<file path="src/rtl/types_pkg.sv">
// Shared constants for the elastic pipeline: default payload width and the
// legal range for the number of register stages.
package types_pkg;

  localparam int XLEN      = 32;
  localparam int DEPTH_MIN = 1;
  localparam int DEPTH_MAX = 8;

  // Width of an occupancy counter that must reach 2*depth inclusive.
  function automatic int count_width(input int depth);
    return $clog2(2 * depth + 1);
  endfunction

endpackage

</file>
<file path="src/rtl/elastic_pipe_if.sv">
// Handshake bundle between an upstream producer, the elastic pipe and a
// downstream consumer, plus the per-stage flush and occupancy observation.
interface elastic_pipe_if
  import types_pkg::*;
#(
  parameter int WIDTH = XLEN,
  parameter int DEPTH = 2
) ();

  localparam int CW = count_width(DEPTH);

  // Valid/ready: a transfer happens on a rising edge where valid and ready are
  // both high; valid and data hold until that edge, ready may change freely.
  logic             in_valid;
  logic             in_ready;
  logic [WIDTH-1:0] in_data;
  logic             out_valid;
  logic             out_ready;
  logic [WIDTH-1:0] out_data;
  logic [DEPTH-1:0] kill;
  logic [CW-1:0]    count;

  modport slave (
    input  in_valid, in_data, out_ready, kill,
    output in_ready, out_valid, out_data, count
  );

  modport master (
    output in_valid, in_data, out_ready, kill,
    input  in_ready, out_valid, out_data, count
  );

endinterface

</file>
<file path="src/rtl/skid_stage.sv">
// One elastic stage: a main register and a skid register, each with its own
// valid bit. Upstream ready comes straight from a flop, never from dn_ready.
module skid_stage #(
  parameter int WIDTH = 32
) (
  input  logic             clk,
  input  logic             reset,
  input  logic             kill,
  input  logic             up_valid,
  output logic             up_ready,
  input  logic [WIDTH-1:0] up_data,
  output logic             dn_valid,
  input  logic             dn_ready,
  output logic [WIDTH-1:0] dn_data,
  output logic [1:0]       occ
);

  logic             main_valid_q, main_valid_d;
  logic             skid_valid_q, skid_valid_d;
  logic [WIDTH-1:0] main_data_q,  main_data_d;
  logic [WIDTH-1:0] skid_data_q,  skid_data_d;
  logic             enq;
  logic             deq;

  assign up_ready = ~skid_valid_q;
  assign enq      = up_valid & up_ready;
  assign deq      = main_valid_q & dn_ready;

  always_comb begin
    main_valid_d = main_valid_q;
    skid_valid_d = skid_valid_q;
    main_data_d  = main_data_q;
    skid_data_d  = skid_data_q;
    if (skid_valid_q && deq) begin
      main_data_d  = skid_data_q;
      skid_valid_d = 1'b0;
    end else if (enq && main_valid_q && !deq) begin
      skid_data_d  = up_data;
      skid_valid_d = 1'b1;
    end else if (enq) begin
      main_data_d  = up_data;
      main_valid_d = 1'b1;
    end else if (deq) begin
      main_valid_d = 1'b0;
    end
    // A flush drops whatever this stage holds or is receiving this cycle.
    if (kill) begin
      main_valid_d = 1'b0;
      skid_valid_d = 1'b0;
    end
  end

  always_ff @(posedge clk) begin
    if (reset) begin
      main_valid_q <= 1'b0;
      skid_valid_q <= 1'b0;
    end else begin
      main_valid_q <= main_valid_d;
      skid_valid_q <= skid_valid_d;
    end
  end

  // Payload registers carry no reset; only the valid bits matter.
  always_ff @(posedge clk) begin
    main_data_q <= main_data_d;
    skid_data_q <= skid_data_d;
  end

  assign dn_valid = main_valid_q;
  assign dn_data  = main_data_q;
  assign occ      = {1'b0, main_valid_q} + {1'b0, skid_valid_q};

endmodule

</file>
<file path="src/rtl/elastic_pipe.sv">
// Chain of DEPTH skid stages giving a fully registered valid/ready pipeline
// with 2*DEPTH entries of buffering and a per-stage flush.
module elastic_pipe
  import types_pkg::*;
#(
  parameter int WIDTH = XLEN,
  parameter int DEPTH = 2
) (
  input logic          clk,
  input logic          reset,
  elastic_pipe_if.slave bus
);

  localparam int CW = count_width(DEPTH);

  if (DEPTH < DEPTH_MIN || DEPTH > DEPTH_MAX) begin : g_depth_check
    $error("elastic_pipe: DEPTH=%0d outside %0d..%0d", DEPTH, DEPTH_MIN, DEPTH_MAX);
  end

  // Link k is the upstream side of stage k; link DEPTH is the pipe output.
  logic [DEPTH:0]   link_valid;
  logic [DEPTH:0]   link_ready;
  logic [WIDTH-1:0] link_data [DEPTH+1];
  logic [1:0]       occ [DEPTH];
  logic [CW-1:0]    count_sum;

  assign link_valid[0]     = bus.in_valid;
  assign link_data[0]      = bus.in_data;
  assign link_ready[DEPTH] = bus.out_ready;

  for (genvar k = 0; k < DEPTH; k++) begin : g_stage
    skid_stage #(
      .WIDTH (WIDTH)
    ) u_stage (
      .clk      (clk),
      .reset    (reset),
      .kill     (bus.kill[k]),
      .up_valid (link_valid[k]),
      .up_ready (link_ready[k]),
      .up_data  (link_data[k]),
      .dn_valid (link_valid[k+1]),
      .dn_ready (link_ready[k+1]),
      .dn_data  (link_data[k+1]),
      .occ      (occ[k])
    );
  end

  always_comb begin
    count_sum = '0;
    for (int k = 0; k < DEPTH; k++) begin
      count_sum = count_sum + CW'(occ[k]);
    end
  end

  assign bus.in_ready  = link_ready[0];
  assign bus.out_valid = link_valid[DEPTH];
  assign bus.out_data  = link_data[DEPTH];
  assign bus.count     = count_sum;

endmodule

</file>
<file path="src/flat_wrapper.sv">
// flat-port wrapper written by rule: the top's interface ports become plain ports
module elastic_pipe_flat import types_pkg::*;
#(
  parameter int WIDTH = XLEN,
  parameter int DEPTH = 2
)
  (clk, reset, bus_in_valid, bus_in_data, bus_out_ready, bus_kill, bus_in_ready, bus_out_valid, bus_out_data, bus_count);
  elastic_pipe_if #(.WIDTH(WIDTH), .DEPTH(DEPTH)) bus_i ();
  input logic clk;
  input logic reset;
  input wire logic [$bits(bus_i.in_valid)-1:0] bus_in_valid;
  input wire logic [$bits(bus_i.in_data)-1:0] bus_in_data;
  input wire logic [$bits(bus_i.out_ready)-1:0] bus_out_ready;
  input wire logic [$bits(bus_i.kill)-1:0] bus_kill;
  output wire logic [$bits(bus_i.in_ready)-1:0] bus_in_ready;
  output wire logic [$bits(bus_i.out_valid)-1:0] bus_out_valid;
  output wire logic [$bits(bus_i.out_data)-1:0] bus_out_data;
  output wire logic [$bits(bus_i.count)-1:0] bus_count;
  assign bus_i.in_valid = bus_in_valid;
  assign bus_i.in_data = bus_in_data;
  assign bus_i.out_ready = bus_out_ready;
  assign bus_i.kill = bus_kill;
  assign bus_in_ready = bus_i.in_ready;
  assign bus_out_valid = bus_i.out_valid;
  assign bus_out_data = bus_i.out_data;
  assign bus_count = bus_i.count;
  elastic_pipe #(.WIDTH(WIDTH), .DEPTH(DEPTH)) u_core (.clk(clk), .reset(reset), .bus(bus_i));
endmodule
</file>
<file path="config.mk">
export PLATFORM = sky130hd
export DESIGN_NAME = elastic_pipe_flat
export DESIGN_NICKNAME = d
export VERILOG_FILES = /design/src/rtl/types_pkg.sv /design/src/rtl/elastic_pipe_if.sv /design/src/rtl/skid_stage.sv /design/src/rtl/elastic_pipe.sv /design/src/flat_wrapper.sv
export SDC_FILE = /design/constraint.sdc
export NUM_CORES = 1
export LEC_CHECK = 0
export BUFFER_PORTS_ARGS = -buffer_cell sky130_fd_sc_hd__buf_2
export CAP_MARGIN = 20
export CORE_MARGIN = 5
export CORE_UTILIZATION = 56
export CTS_CLUSTER_DIAMETER = 60
export DETAILED_ROUTE_END_ITERATION = 10
export PLACE_DENSITY = 0.78
export SYNTH_ARGS = -nofsm -noshare
export SYNTH_HDL_FRONTEND = slang
export SYNTH_SLANG_ARGS = --single-unit
</file>
<file path="constraint.sdc">
create_clock -name clk -period 4.4 [get_ports clk]
set_input_delay 0.22 -clock clk [delete_from_list [all_inputs] [get_ports clk]]
set_output_delay 0.22 -clock clk [all_outputs]
set_load 0.02 [all_outputs]
</file>
==> results of run 1 <==
-- worst max-delay path: stages (launching register included) --
cell     delay (ns)
dfxtp_1        0.54
inv_1          0.12
fa_1           0.55
inv_1          0.04
ha_1           0.19
ha_1           0.28
buf_2          0.16
-- sequential cells by signal, indices dropped and copies added (netlist names) --
| name | cells |
|---|---|
| u_core.g_stage.u_stage.dn_data | 64 |
| u_core.g_stage.u_stage.skid_data_q | 64 |
| u_core.g_stage.u_stage.skid_valid_q | 2 |
| u_core.g_stage.u_stage.dn_valid | 2 |
-- power groups by stage --
stage               clock [mW]  combinational (mW)  sequential, mW
detailed placement           0               0.109            1.45
global route              1.29               0.144            1.43
CTS                       1.23               0.135            1.43
floorplan                    0              0.0567            1.46
global placement             0               0.106            1.45
finish                    1.20               0.133            1.43
-- timing repair --
item	in CTS	in global routing
setup buffers	0	0
endpoints found under the hold margin	36	0
hold buffers	37	0
-- placed cells by master (no fill, tap or decap) --
master	n
a2111oi_0	1
a211oi_1	1
a21boi_4	1
a21oi_1	4
a21oi_4	1
and3_1	1
buf_2	74
buf_4	1
bufinv_16	1
clkbuf_1	1
clkbuf_16	16
clkbuf_8	1
clkinv_1	2
clkinv_2	6
clkinvlp_4	2
dfxtp_1	4
dlygate4sd3_1	37
edfxtp_1	128
fa_1	1
ha_1	2
inv_1	6
inv_6	1
mux2_2	4
mux2_4	60
nand2_1	3
nand2_4	1
nand2b_1	1
nand3_4	1
nor2_4	1
nor2b_4	1
nor3_1	1
nor4_1	1
o21ai_0	1
-- metal layers --
layer  part of all wire (%)  up-vias  global-route usage (%)  wire [um]
li1                       -     1166                       -          -
met1                     40     1140                    17.0       3040
met2                     53       58                    25.1       3960
met3                    5.6       12                    6.37        420
met4                    1.2        0                    4.16         87
met5                      0        -                       0          0
-- logic make-up after synthesis --
kind of cell / after synthesis / synth area share, %
DFF: 132 / 76.3
muxes: 64 / 18.4
buffers and inverters: 12 / 1.75
and+or+nand+nor: 11 / 1.58
AOI/OAI and AO/OA: 9 / 1.05
adders and majority gates: 3 / 0.876
-- worst max path at each step --
stage                                      endpoint  slack (ns)                                    from
6_report                               bus_count[1]        1.80      u_core.g_stage[1].u_stage.dn_valid
5_1_grt                                bus_count[1]        1.65      u_core.g_stage[1].u_stage.dn_valid
4_1_cts                                bus_count[1]        1.80      u_core.g_stage[1].u_stage.dn_valid
3_5_place_dp                           bus_count[1]        2.34      u_core.g_stage[1].u_stage.dn_valid
3_3_place_gp                           bus_count[1]        2.40      u_core.g_stage[1].u_stage.dn_valid
2_1_floorplan  u_core.g_stage[0].u_stage.dn_data[0]        0.91  u_core.g_stage[0].u_stage.skid_valid_q
-- layout make-up --
| cell class | instances | area (um^2) |
|---|---|---|
| tap | 111 | 139 |
| inverter | 6 | 22.5 |
| multi-input combinational | 87 | 1160 |
| clock buffer | 18 | 418 |
| fill | 553 | 2610 |
| sequential | 132 | 3920 |
| clock inverter | 12 | 91.3 |
| timing repair buffer | 112 | 748 |
-- through the flow --
step                util [%]  cell area, um^2  cells  setup WS [ns]
floorplan                  -             5140    231          0.913
global placement        61.7             5620    411           2.40
detailed placement      61.7             5620    411           2.34
CTS                     71.3             6500    478           1.80
global route            71.3             6500    478           1.65
finish                  71.3             6500    478           1.80
==> results.sh, run 1 <==
export IMPL_outcome="complete, no violations"
export IMPL_ff2ff_setup_slack_ns=2.41
export IMPL_criticalPathCategory="reg2out"
export IMPL_slew_violations=0
export IMPL_num_nets_final=397
export IMPL_rsz0062_at_grt="false"
export IMPL_worstHoldEndpoint="u_core.g_stage[0].u_stage.skid_valid_q"
export IMPL_r2r_start="u_core.g_stage[0].u_stage.dn_valid"
export IMPL_area_growth_synth_to_final_pct=26.4
export IMPL_layout_min_cycle_time_ns=2.60
export IMPL_drt_iter0_markers=96
export IMPL_netlist_area_um2=5140
export IMPL_synth_nets=272
export IMPL_avgRoutedWirePerCell_um=15.7
export IMPL_synthCells=231
export IMPL_ys_dominant_reg_cell="edfxtp_1"
export IMPL_clock_sink_count=132
export IMPL_worst_clock_skew_ns=0.00845
export IMPL_synth_most_common_cell="edfxtp_1"
export IMPL_layout_drive_gt1_share_pct=46.9
export IMPL_gr_total_overflow=0
export IMPL_vdd_drop_max_mv=0.300
export IMPL_drt_pre_antenna_iters=4
export IMPL_vias=2376
export IMPL_h_tree_depth=4
export IMPL_gp_congestion=0.743
export IMPL_worst_pin_slew_ns=1.06
export IMPL_rows=35
export IMPL_fin_setup_tns_ns=0
export IMPL_grt_pass1_wl_um=12500
export IMPL_clock_tree_root_cell="clkbuf_8"
export IMPL_clkPwrFrac_pct=43.5
export IMPL_die_h_um=106
export IMPL_power_density_nw_per_um2=425
export IMPL_antenna_cells=0
export IMPL_yosysUniqueCellTypes=22
export IMPL_start_util_pct=56.4
export IMPL_cts_path_max_buffers=2
export IMPL_synthDominantCellAreaShare_pct=74.8
export IMPL_drc=0
export IMPL_max_freq_mhz=385
export IMPL_die_area_um2=11200
export IMPL_period_share_pct=59.1
export IMPL_synth_area_per_cell_um2=22.3
export IMPL_final_antenna_net_count=0
export IMPL_hold_viol=0
export IMPL_worstHoldStart="bus_in_valid"
export IMPL_synthTopCellsByArea="edfxtp_1 (75%), mux2_4 (18%), dfxtp_1 (1.6%)"
export IMPL_slew_headroom_pct=28.8
export IMPL_crit_fanout=9
export IMPL_synth_seq_cells=132
export IMPL_p_sw_share_pct=19.4
export IMPL_whs_path_depth=3
export IMPL_synth_common_cells="edfxtp_1 (128), mux2_4 (60), buf_6 (6), inv_1 (6), a21oi_1 (5)"
export IMPL_ys_seq_area_share_pct=76.3
export IMPL_setup_viol=0
export IMPL_io_pins=75
export IMPL_clk_latency_ns=0.50
export IMPL_yosys_warnings=0
export IMPL_crit_arrival_ns=2.38
export IMPL_cts_buffers=17
export IMPL_p_switching_mw=0.534
export IMPL_fin_hold_ws_ns=0.0693
export IMPL_dp_hpwl_um=4560
export IMPL_core_area_um2=9110
export IMPL_hold_class="in2reg"
export IMPL_antenna_found_initial=0
export IMPL_seq_power_share_pct=51.7
export IMPL_viasPerCell=4.97
export IMPL_drt_total_wl_um=7500
export IMPL_dieWidth_um=106
export IMPL_port_buffers=74
export IMPL_synth_edff_count=128
export IMPL_cts_tree="yes"
export IMPL_async_reset_ff_share_pct=0
export IMPL_power_share_combinational_pct=4.8
export IMPL_internal_power_mw=2.22
export IMPL_crit_required_ns=4.18
export IMPL_ff2ff_path_depth=3
export IMPL_grt_max_degree=33
export IMPL_ctsResizeCount=0
export IMPL_grt_pass1_vias=2484
export IMPL_track_usage_pct=14.7
export IMPL_cp_end_kind="output pin"
export IMPL_clk_transition_reported_paths_ns=0.05
export IMPL_startpoint_type="flip-flop"
export IMPL_finalPower_mw=2.76
export IMPL_power_leakage_nw=2.63
export IMPL_yosysTopAreaCell="edfxtp_1"
export IMPL_cap_violations=0
export IMPL_rr_endpoint="u_core.g_stage[1].u_stage.dn_data[9]"
Note: power is estimated with default switching activity, not from simulation.
==> run 2: changes to the inputs <==
==> constraint.sdc (replaced) <==
create_clock -name clk -period 2.4 [get_ports clk]
set_input_delay 0.12 -clock clk [delete_from_list [all_inputs] [get_ports clk]]
set_output_delay 0.12 -clock clk [all_outputs]
set_load 0.02 [all_outputs]
==> run 2 against run 1 <==
Die area did not move. Critical path depth did not move. Count of clock-buffer cells in the layout did not move. Wire length rose by 17%. Clock skew fell by 0.0015 ns. Global-route usage rose by 2.2 points. Combinational power rose by 92%. Hold slack improved by 0.18 ns. Largest power group is now the clock network. Highest routed layer unchanged.
==> results.sh, run 2 (synthesized netlist as in run 1, its figures left out) <==
export IMPL_io_pins=75
export IMPL_antenna_found_initial=0
export IMPL_avgRoutedWirePerCell_um=18.2
export IMPL_postCtsSetupRepairBufs=0
export IMPL_wl_met2_um=4910
export IMPL_setup_ws_ns=0.109
export IMPL_grt_pass1_vias=2720
export IMPL_vdd_drop_max_mv=0.586
export IMPL_area_growth_synth_to_final_pct=30.2
export IMPL_cap_violations=0
export IMPL_vias=2469
export IMPL_rows=35
export IMPL_power_density_nw_per_um2=834
export IMPL_layout_drive_gt1_share_pct=49.1
export IMPL_worstHoldStart="bus_in_valid"
export IMPL_met1_length_um=3360
export IMPL_pre_cts_slack_ns=0.443
export IMPL_criticalPathCategory="reg2out"
export IMPL_dieWidth_um=106
export IMPL_max_freq_mhz=436
export IMPL_critical_path_max_stage_delay_ns=0.53
export IMPL_clock_sink_count=132
export IMPL_grt_max_degree=33
export IMPL_drt_iter0_markers=114
export IMPL_cts_tree="yes"
export IMPL_drc=0
export IMPL_slew_headroom_pct=56.6
export IMPL_dp_hpwl_um=4950
export IMPL_viasPerCell=5.10
export IMPL_gr_total_overflow=0
export IMPL_worst_pin_slew_ns=0.651
export IMPL_layout_common_cells="edfxtp_1 (128), buf_2 (74), mux2_4 (60)"
export IMPL_layout_min_cycle_time_ns=2.29
export IMPL_fin_hold_ws_ns=0.253
export IMPL_crit_arrival_ns=2.17
export IMPL_core_area_um2=9110
export IMPL_drt_total_wl_um=8810
export IMPL_clk_transition_reported_paths_ns=0.06
export IMPL_die_area_um2=11200
export IMPL_crit_start="u_core.g_stage[1].u_stage.dn_valid"
export IMPL_die_h_um=106
export IMPL_power_leakage_nw=2.72
export IMPL_worst_clock_skew_ns=0.00695
export IMPL_cp_end_kind="output pin"
export IMPL_start_util_pct=56.4
export IMPL_outcome="complete, no violations"
export IMPL_rsz0062_at_grt="false"
export IMPL_cts_path_max_buffers=2
export IMPL_place_inst=415
export IMPL_final_common_cell="edfxtp_1"
export IMPL_r2r_start="u_core.g_stage[0].u_stage.dn_valid"
export IMPL_setup_viol=0
export IMPL_finalPower_mw=5.58
export IMPL_antenna_cells=0
export IMPL_final_cell_count_no_fill=484
export IMPL_track_usage_pct=17.0
export IMPL_startpoint_type="flip-flop"
export IMPL_crit_path_cell_trace="inv_1, fa_1, inv_1, ha_1, ha_1, buf_2"
export IMPL_drt_pre_antenna_iters=4
export IMPL_hold_class="in2reg"
export IMPL_grt_pass1_wl_um=14100
export IMPL_port_buffers=74
export IMPL_num_nets_final=402
export IMPL_crit_fanout=9
export IMPL_final_antenna_net_count=0
export IMPL_fin_setup_tns_ns=0
export IMPL_clock_tree_root_cell="clkbuf_8"
export IMPL_crit_required_ns=2.28
export IMPL_hold_viol=0
export IMPL_slew_violations=0
export IMPL_gp_congestion=0.763
export IMPL_clk_latency_ns=0.51
export IMPL_cts_buffers=17
export IMPL_cp_slowest_cell="fa_1"
export IMPL_wl_met3_um=404
export IMPL_dr_max_layer_used="met4"
export IMPL_h_tree_depth=4
export IMPL_period_share_pct=95.5
-- run 2: cell count changes in the layout (fill, tap and decap cells not counted), moves of 3 or more --
cell | before | now
clkinv_2 | 6 | 3
bufinv_16 | 1 | 5
dfxtp_1 | 4 | 1
clkinv_4 | 0 | 5
-- run 2: final cells by class --
type                            instances  area (um^2)
Tap cell                              111          139
Timing Repair Buffer                  117          813
Clock buffer                           18          418
Fill cell                             530         2420
Inverter                                6         22.5
Clock inverter                         13          209
Sequential cell                       132         3930
Multi-Input combinational cell         87         1160
-- run 2: where the power goes --
group / internal, mW / total [mW] / switching, mW
logic: 0.152 / 0.256 / 0.105
registers: 2.59 / 2.61 / 0.0245
clock network: 1.79 / 2.71 / 0.926
total: 4.53 / 5.58 / 1.06
-- run 2: worst max-delay path: cells and delay by family (launching register included) --
| family | cells | cell delay, ns |
|---|---|---|
| adders and majority gates | 3 | 0.98 |
| DFF | 1 | 0.41 |
| buffers and inverters | 3 | 0.28 |
-- run 2: per-layer routing --
metal	GRT usage (%)	vias up
met1	18.6	1208
met2	30.4	72
met4	6.85	0
li1	-	1176
met5	0	-
met3	5.45	13
-- run 2: what timing repair did --
item                                   in CTS  in global routing
pin swaps                                   0                  0
resized for setup                           2                  3
endpoints found under the hold margin      68                  0
hold buffers                               38                  0
setup endpoints to repair                   2                  1
-- run 2: per-stage QoR --
step	util, %	cell area (um^2)
after floorplan	-	5150
after global placement	62.3	5680
after detailed placement	62.3	5680
after CTS	73.4	6690
after global routing	73.5	6690
final	73.5	6690
-- run 2: worst paths after layout --
kind | to | slack, ns | depth (start not counted)
worst max register to register | u_core.g_stage[1].u_stage.skid_data_q[9] | 0.54 | 3
worst min register to register | u_core.g_stage[1].u_stage.skid_data_q[4] | 0.45 | 0
worst min-delay path | u_core.g_stage[0].u_stage.skid_data_q[21] | 0.25 | 3
worst max-delay path | bus_count[1] | 0.11 | 6
